File: src/rtl/bit_serial_alu_ctrl.sv
// Bit-serial ALU sequencer: runs a 1-bit slice LSB first, one bit/clock.
// Ports: start/op/a/b in; ready/busy/done, result/c_out/zero out.
module bit_serial_alu_ctrl #(
  parameter int WIDTH = 8,
  parameter int CNT_W = $clog2(WIDTH) + 1
) (
  input  logic             clk,
  input  logic             rst_n,
  input  logic             start,
  input  logic [2:0]       op,
  input  logic [WIDTH-1:0] a,
  input  logic [WIDTH-1:0] b,
  output logic             ready,
  output logic             busy,
  output logic             done,
  output logic [WIDTH-1:0] result,
  output logic             c_out,
  output logic             zero
);

  typedef enum logic [1:0] {
    S_IDLE = 2'd0,
    S_RUN  = 2'd1,
    S_DONE = 2'd2
  } state_t;

  localparam logic [2:0] OP_NOT  = 3'b001;
  localparam logic [2:0] OP_NAND = 3'b011;
  localparam logic [2:0] OP_NOR  = 3'b100;
  localparam logic [2:0] OP_SUB  = 3'b101;
  localparam logic [2:0] OP_ADD  = 3'b110;

  localparam logic [CNT_W-1:0] LAST = CNT_W'(WIDTH - 1);

  state_t           state_q, state_d;
  logic [WIDTH-1:0] a_sr_q, a_sr_d;
  logic [WIDTH-1:0] b_sr_q, b_sr_d;
  // result bits collect here; the MSB arrives on the last edge
  logic [WIDTH-2:0] res_sr_q, res_sr_d;
  logic [2:0]       op_q, op_d;
  logic [CNT_W-1:0] cnt_q, cnt_d;
  logic             carry_q, carry_d;
  logic [WIDTH-1:0] result_q, result_d;
  logic             c_out_q, c_out_d;
  logic             zero_q, zero_d;
  logic             done_q, done_d;
  logic             busy_q, busy_d;
  logic             ready_q, ready_d;

  logic             a_i, b_i, b_eff;
  logic             is_add, is_sub, is_arith;
  logic             is_not, is_nand, is_nor;
  logic             sum, cy, slice_bit;
  logic [WIDTH-1:0] res_shift;
  logic             last;

  assign a_i      = a_sr_q[0];
  assign b_i      = b_sr_q[0];
  assign is_add   = (op_q == OP_ADD);
  assign is_sub   = (op_q == OP_SUB);
  assign is_arith = is_add | is_sub;
  assign is_not   = (op_q == OP_NOT);
  assign is_nand  = (op_q == OP_NAND);
  assign is_nor   = (op_q == OP_NOR);

  // SUB is a + ~b + 1; the +1 comes from the preset carry
  assign b_eff = is_sub ? ~b_i : b_i;
  assign sum   = a_i ^ b_eff ^ carry_q;
  assign cy    = (a_i & b_eff) | (a_i & carry_q)
               | (b_eff & carry_q);

  always_comb begin
    slice_bit = a_i;
    unique case (1'b1)
      is_arith: slice_bit = sum;
      is_not:   slice_bit = ~a_i;
      is_nand:  slice_bit = ~(a_i & b_i);
      is_nor:   slice_bit = ~(a_i | b_i);
      default:  slice_bit = a_i;
    endcase
  end

  assign res_shift = {slice_bit, res_sr_q};
  assign last      = (cnt_q == LAST);

  always_comb begin
    state_d  = state_q;
    a_sr_d   = a_sr_q;
    b_sr_d   = b_sr_q;
    res_sr_d = res_sr_q;
    op_d     = op_q;
    cnt_d    = cnt_q;
    carry_d  = carry_q;
    result_d = result_q;
    c_out_d  = c_out_q;
    zero_d   = zero_q;
    done_d   = 1'b0;
    busy_d   = busy_q;
    ready_d  = ready_q;
    unique case (state_q)
      S_IDLE, S_DONE: begin
        if (start) begin
          state_d  = S_RUN;
          a_sr_d   = a;
          b_sr_d   = b;
          res_sr_d = '0;
          op_d     = op;
          cnt_d    = '0;
          carry_d  = (op == OP_SUB);
          busy_d   = 1'b1;
          ready_d  = 1'b0;
        end else begin
          state_d  = S_IDLE;
          busy_d   = 1'b0;
          ready_d  = 1'b1;
        end
      end
      S_RUN: begin
        a_sr_d   = a_sr_q >> 1;
        b_sr_d   = b_sr_q >> 1;
        res_sr_d = res_shift[WIDTH-1:1];
        carry_d  = is_arith & cy;
        cnt_d    = cnt_q + CNT_W'(1);
        if (last) begin
          state_d  = S_DONE;
          result_d = res_shift;
          c_out_d  = is_arith & cy;
          zero_d   = (res_shift == '0);
          done_d   = 1'b1;
          busy_d   = 1'b0;
          ready_d  = 1'b1;
        end
      end
      default: begin
        state_d = S_IDLE;
        busy_d  = 1'b0;
        ready_d = 1'b1;
      end
    endcase
  end

  always_ff @(posedge clk or negedge rst_n) begin
    if (!rst_n) begin
      state_q  <= S_IDLE;
      a_sr_q   <= '0;
      b_sr_q   <= '0;
      res_sr_q <= '0;
      op_q     <= '0;
      cnt_q    <= '0;
      carry_q  <= 1'b0;
      result_q <= '0;
      c_out_q  <= 1'b0;
      zero_q   <= 1'b0;
      done_q   <= 1'b0;
      busy_q   <= 1'b0;
      ready_q  <= 1'b1;
    end else begin
      state_q  <= state_d;
      a_sr_q   <= a_sr_d;
      b_sr_q   <= b_sr_d;
      res_sr_q <= res_sr_d;
      op_q     <= op_d;
      cnt_q    <= cnt_d;
      carry_q  <= carry_d;
      result_q <= result_d;
      c_out_q  <= c_out_d;
      zero_q   <= zero_d;
      done_q   <= done_d;
      busy_q   <= busy_d;
      ready_q  <= ready_d;
    end
  end

  assign ready  = ready_q;
  assign busy   = busy_q;
  assign done   = done_q;
  assign result = result_q;
  assign c_out  = c_out_q;
  assign zero   = zero_q;

endmodule

File: config.mk
export PLATFORM = sky130hd
export DESIGN_NAME = bit_serial_alu_ctrl
export DESIGN_NICKNAME = d
export VERILOG_FILES = /design/src/rtl/bit_serial_alu_ctrl.sv
export SDC_FILE = /design/constraint.sdc
export NUM_CORES = 1
export LEC_CHECK = 0
export CAP_MARGIN = 0
export CORE_MARGIN = 2
export CORE_UTILIZATION = 46
export DETAILED_ROUTE_END_ITERATION = 10
export PLACE_DENSITY = 0.74
export SYNTH_ARGS = -nofsm -noshare
export SYNTH_HDL_FRONTEND = slang
export SYNTH_SLANG_ARGS = --single-unit
File: constraint.sdc
create_clock -name clk -period 1.9 [get_ports clk]
set_input_delay 0.38 -clock clk [delete_from_list [all_inputs] [get_ports clk]]
set_output_delay 0.38 -clock clk [all_outputs]
set_load 0.03 [all_outputs]
# == Yosys cells after proc, flatten, opt, wreduce, memory -nomap -nowiden ==
# Index checks and enable logic that the tools add are counted.
# totals
regBits,46
inputBits,22
out_inout_bits,13
wordCells,70
# classes
addsub,1
n_eq_ne,11
mux,23
n_bitwise,15
n_reduce_logical,7
# op_table
operator,n
one-hot mux 8 bit (2 select lines),2
2-to-1 mux 8 bit,2
one-hot mux 7 bit (2 select lines),1
"== test 3 bit, second input constant",4
2-to-1 mux 1 bit,9
logical NOT 8 bit,1
one-hot mux 4 bit (2 select lines),1
2-to-1 mux 7 bit,1
one-hot mux 1 bit (2 select lines),3
AND reduction 2 bit,3
AND 1 bit,5
"adder 4 x 1 -> 4 bit, second input constant",1
"== test 4 x 3 -> 1 bit, second input constant",1
2-to-1 mux 4 bit,1
"inequality test 2 bit, second input constant",2
NOT 1 bit,4
OR 1 bit,4
one-hot mux 1 bit (4 select lines),1
one-hot mux 2 bit (2 select lines),1
"== test 3 x 1 -> 1 bit, second input constant",1
"== test 3 x 2 -> 1 bit, second input constant",1
"== test 2 x 1 -> 1 bit, second input constant",1
"== test 2 bit, second input constant",1
logical NOT 2 bit,1
4 further kinds,5

# == Depth between registers and ports, before layout ==
# depth
word_depth,7
mapped_depth,8
mapped_depth_nobuf,7

# == Least setup slack after synthesis ==
# OpenSTA, ideal clock, no wires.
# synth_path
path_type,reg2reg
startpoint,register op_q[1]
endpoint,"register result_q[7], in the netlist result[7]"
setup_ns,0.125
arrival_ns,1.986
required_time_ns,1.775
setup_slack_ns,-0.211
stages_incl_launch_ff,8
path_buffers,0
synth_period_minus_slack_ns,2.111
cell_sequence,dfrtp_1 -> nand3b_1 -> xor2_1 -> fa_1 -> inv_1 -> a211o_1 -> a31o_1 -> mux2_4
# synth_between
elab_chain_cells,5
elab_cells_between_ends,10
cone_classes,5 x eq/ne; 2 x mux; 3 x bitwise
# synth_rtl
element,line_no,rtl
from (decl),40,"logic [2:0] op_q, op_d;"
from (signal assigned),162,op_q <= op_d;
== test 3 bit,60,assign is_sub = (op_q == OP_SUB);
2-to-1 mux 1 bit,67,assign b_eff = is_sub ? ~b_i : b_i;
bitwise XOR 1 bit (2 in series),68,assign sum = a_i ^ b_eff ^ carry_q;
one-hot mux 1 bit (4 select lines) *,74,unique case (1'b1)
to (signal assigned),165,result_q <= result_d;
to (decl),43,"logic [WIDTH-1:0] result_q, result_d;"
# Mark *: on every way between the ends. The rest lies on a longest branch, timed or not.
# A chain may end at the register's enable or synchronous reset.

# == Worst setup path in the final report ==
# Ends and elaborated chain as after synthesis.

==> out/qor_table.md <==
| Metric | This run | Unit |
| --- | --- | --- |
| Area Overhead vs Synth | 28.4 | % |
| Width of the die | 69.0 | µm |
| Sum of routed wire length over all layers | 3770 | µm |
| Dominant cells by area after synthesis | sky130_fd_sc_hd__dfrtp_1 58%, sky130_fd_sc_hd__nand2_1 7.9%, sky130_fd_sc_hd__a22oi_1 5.0%, sky130_fd_sc_hd__mux2_2 4.6%, sky130_fd_sc_hd__a22o_1 4.5% | - |
| Crit-path max FO | 3 | - |
| Number of top-level pins | 35 | - |
| Routed wirelength normalized by instance count | 14.1 | µm |
| Critical path start-end classification | reg -> reg | - |
| Number of port buffers | 34 | - |
| Buffer levels on the longest clock path | 2 | - |
| Leftover overflow at the end of global routing | 0 | - |
| Via count of the first global-routing pass | 1,349 | - |
| Measured slew at the worst slew-check pin | 0.760 | ns |
| Number of rows created at floorplan | 23 | - |
| Total Power Consumption | 0.00422 | W |
| Number of fill cells | 333 | - |
| Violated checks | setup timing | - |
| Number of buffers created by CTS | 5 | - |
| Crit start category | flip-flop | - |
| Total number of yosys warnings | 0 | - |
| Post-place instance area | 2370 | µm² |
| All-Layer GR Usage | 18.4 | % |
| Starting density of the core | 48.2 | % |
| DRC errors left | 0 | - |
| Fin Hold WS | 0.00520 | ns |
| Detailed Route Iter0 Violations | 65 | - |
| Number of different library cells in the post-synthesis netlist | 34 | - |
| Asr flop ratio synth | 100 | % |
| CTS tree | yes | - |
| Die extent in y | 69.0 | µm |
| Global placer's final weighted congestion | 0.729 | - |
| Cell area after synthesis | 1940 | µm² |
| Hold/Removal Path Class | in -> async | - |
| Number of instances in the synthesized netlist | 173 | - |
| Placeable core region | 4030 | µm² |
| Reported max-cap violation count | 0 | - |
| Element type at the critical path end | flip-flop | - |
| Mean instance size in the synthesized netlist | 11.2 | µm² |
| Maximum achievable frequency | 480 | MHz |
| Setup repair after global routing missed its margin | yes | - |
| Number of cells on the worst reg-to-reg path | 7 | - |
| Post-placement worst setup slack | -0.229 | ns |
| Status | finished with violations | - |
| Post-synth top flop | sky130_fd_sc_hd__dfrtp_1 | - |
| Final HPWL DP | 2740 | µm |
| Final hold violation count | 0 | - |
| Post-layout min period | 2.08 | ns |
| Static Leakage | 1.16 | nW |
| Share of final-layout standard cells stronger than drive strength 1 | 16.1 | % |
| Nets in the synthesized netlist | 197 | - |
| Clock transition at the registers of the reported paths | 0.08 | ns |
| Drt first pass iters | 4 | - |
| EDFF count, synth | 0 | - |
| # diodes | 0 | - |
| Proportion of synthesized chip area in sequential cells | 59.3 | % |
| Worst setup slack for register-to-register paths | -0.18 | ns |
| Vias | 1,449 | - |
| Proportion of netlist area held by the largest area contributor | 58.0 | % |
| Final ANT Viol Nets | 0 | - |
| Data arrival time of the critical path | 2.27 | ns |
| Finished layout cell area | 2490 | µm² |
| Cell type with the highest aggregate area in the netlist | sky130_fd_sc_hd__dfrtp_1 | - |
| Clock root buffer | sky130_fd_sc_hd__clkbuf_8 | - |
| Initial antenna violation count | 0 | - |
| Final Worst Setup Slack | -0.182 | ns |
| Layout Skew | 0.00651 | ns |
| Worst-Skew Late Latency | 0.30 | ns |
| Power density over the cells | 1690 | nW/µm² |
| Average vias per placed instance | 5.41 | - |
| Pin count of the biggest net entering global routing | 29 | - |
| Count of pins over their slew limit | 0 | - |
| Final period util | 110 | % |
| Total die area | 4760 | µm² |
| Number of levels in the clock H-tree | 2 | - |
| Remaining max-slew budget at the tightest pin | 49.3 | % |
| Total of endpoints with negative setup slack in the final report | 3 | - |
| Global-route wire length before repair | 6220 | µm |
| Number of clock sinks | 46 | - |
| Required time at the endpoint of the critical path | 2.09 | ns |
| Worst supply voltage drop on vdd | 0.653 | mV |
| Nets | 241 | - |
| Flip-flop and latch count after synthesis | 46 | - |
==> worst max-delay path, stage by stage (launching register included) <==
cell	delay, ns
sky130_fd_sc_hd__dfrtp_1	0.39
sky130_fd_sc_hd__nand3b_1	0.17
sky130_fd_sc_hd__xor2_1	0.16
sky130_fd_sc_hd__fa_1	0.50
sky130_fd_sc_hd__inv_1	0.04
sky130_fd_sc_hd__a211o_1	0.25
sky130_fd_sc_hd__a31o_1	0.20
sky130_fd_sc_hd__mux2_4	0.26
==> report_power, final <==
part,switching [W],internal [W],leakage (nW),total (W)
sequential,0.000271,0.00141,0.584,0.00168
clock,0.000303,0.000367,0.0575,0.000670
combinational,0.000994,0.000882,0.519,0.00188
total,0.00157,0.00265,1.16,0.00422
==> state kept, by name (all words and copies together), names as in the netlist, 2 cells and up <==
register,cells
a_sr_q,8
b_sr_q,8
result,8
res_sr_q,7
cnt_q,4
op_q,3
state_q,2
==> synth_stat cells (2+ instances only) <==
| cell type | n |
|---|---|
| sky130_fd_sc_hd__nor3_1 | 3 |
| sky130_fd_sc_hd__mux2_2 | 8 |
| sky130_fd_sc_hd__o21ai_0 | 7 |
| sky130_fd_sc_hd__a22o_1 | 10 |
| sky130_fd_sc_hd__nor2_1 | 5 |
| sky130_fd_sc_hd__clkbuf_1 | 3 |
| sky130_fd_sc_hd__nor2b_1 | 3 |
| sky130_fd_sc_hd__nand3b_1 | 2 |
| sky130_fd_sc_hd__a22oi_1 | 13 |
| sky130_fd_sc_hd__buf_4 | 2 |
| sky130_fd_sc_hd__nand2b_1 | 3 |
| sky130_fd_sc_hd__inv_1 | 3 |
| sky130_fd_sc_hd__dfrtp_1 | 45 |
| sky130_fd_sc_hd__buf_2 | 3 |
| sky130_fd_sc_hd__nand3_1 | 3 |
| sky130_fd_sc_hd__a221o_1 | 2 |
| sky130_fd_sc_hd__nand2_1 | 41 |
==> area by class of cell <==
class | count | area [µm²] | share of cell area (%)
clock buffer | 8 | 110 | 4.42
inverter | 3 | 11.3 | 0.452
multi-input combinational | 115 | 732 | 29.4
sequential | 46 | 1150 | 46.2
tap | 50 | 62.6 | 2.51
timing repair buffer | 46 | 424 | 17.0
==> path summary, 6_finish.rpt <==
path,startpoint,endpoint
setup / recovery,op_q[1],result[7]
hold / removal,rst_n,done
setup reg to reg,op_q[1],result[7]
hold reg to reg,a_sr_q[3],a_sr_q[3]
max in group asynchronous,rst_n,ready
min in group clk,a_sr_q[3],a_sr_q[3]
==> stage by stage <==
step	util [%]	setup TNS [ns]	instances
global placement	58.9	-0.802	259
finish	61.9	-0.390	268
detailed placement	58.9	-1.48	259
global route	61.9	-0.609	268
CTS	61.9	-0.526	268
floorplan	-	-0.314	173
==> placed cells by master, fill, tap and decap left out, types with 3 or more instances in the layout <==
cell type | synthesis | layout
sky130_fd_sc_hd__a22o_1 | 10 | 10
sky130_fd_sc_hd__a22oi_1 | 13 | 13
sky130_fd_sc_hd__buf_4 | 2 | 12
sky130_fd_sc_hd__clkbuf_8 | 0 | 8
sky130_fd_sc_hd__clkdlybuf4s50_1 | 0 | 32
sky130_fd_sc_hd__dfrtp_1 | 45 | 45
sky130_fd_sc_hd__inv_1 | 3 | 3
sky130_fd_sc_hd__mux2_2 | 8 | 8
sky130_fd_sc_hd__nand2_1 | 41 | 41
sky130_fd_sc_hd__nand2b_1 | 3 | 3
sky130_fd_sc_hd__nand3_1 | 3 | 3
sky130_fd_sc_hd__nor2_1 | 5 | 5
sky130_fd_sc_hd__nor3_1 | 3 | 3
sky130_fd_sc_hd__o21ai_0 | 7 | 5
==> timing repair <==
action,in CTS,in global routing
setup buffers,1,0
hold buffers,0,0
pin swaps,4,1
setup endpoints to repair,4,3
gates resized for setup,3,1
gates cloned,0,0
==> kinds of logic (layout without fill, tap and decap cells) <==
family	Yosys count	after routing	share of synthesized area (%)
mux	9	9	5.41
buf+inv	12	57	3.29
compound gates	36	36	14.0
fa+ha+maj	2	2	1.68
flops	46	46	59.3
xor+xnor	2	2	0.902
simple gates	66	66	15.4
==> metal layers <==
metal  part of all wire, %  up-vias  track usage [%]  wire length, µm
li1                      -      690                -                -
met1                    42      709             22.1             1570
met2                    51       45             30.8             1920
met3                   6.0        5             5.68              226
met4                   1.5        0             7.35               56
met5                     0        -                0                0
Power figures use the tool's default switching activity.
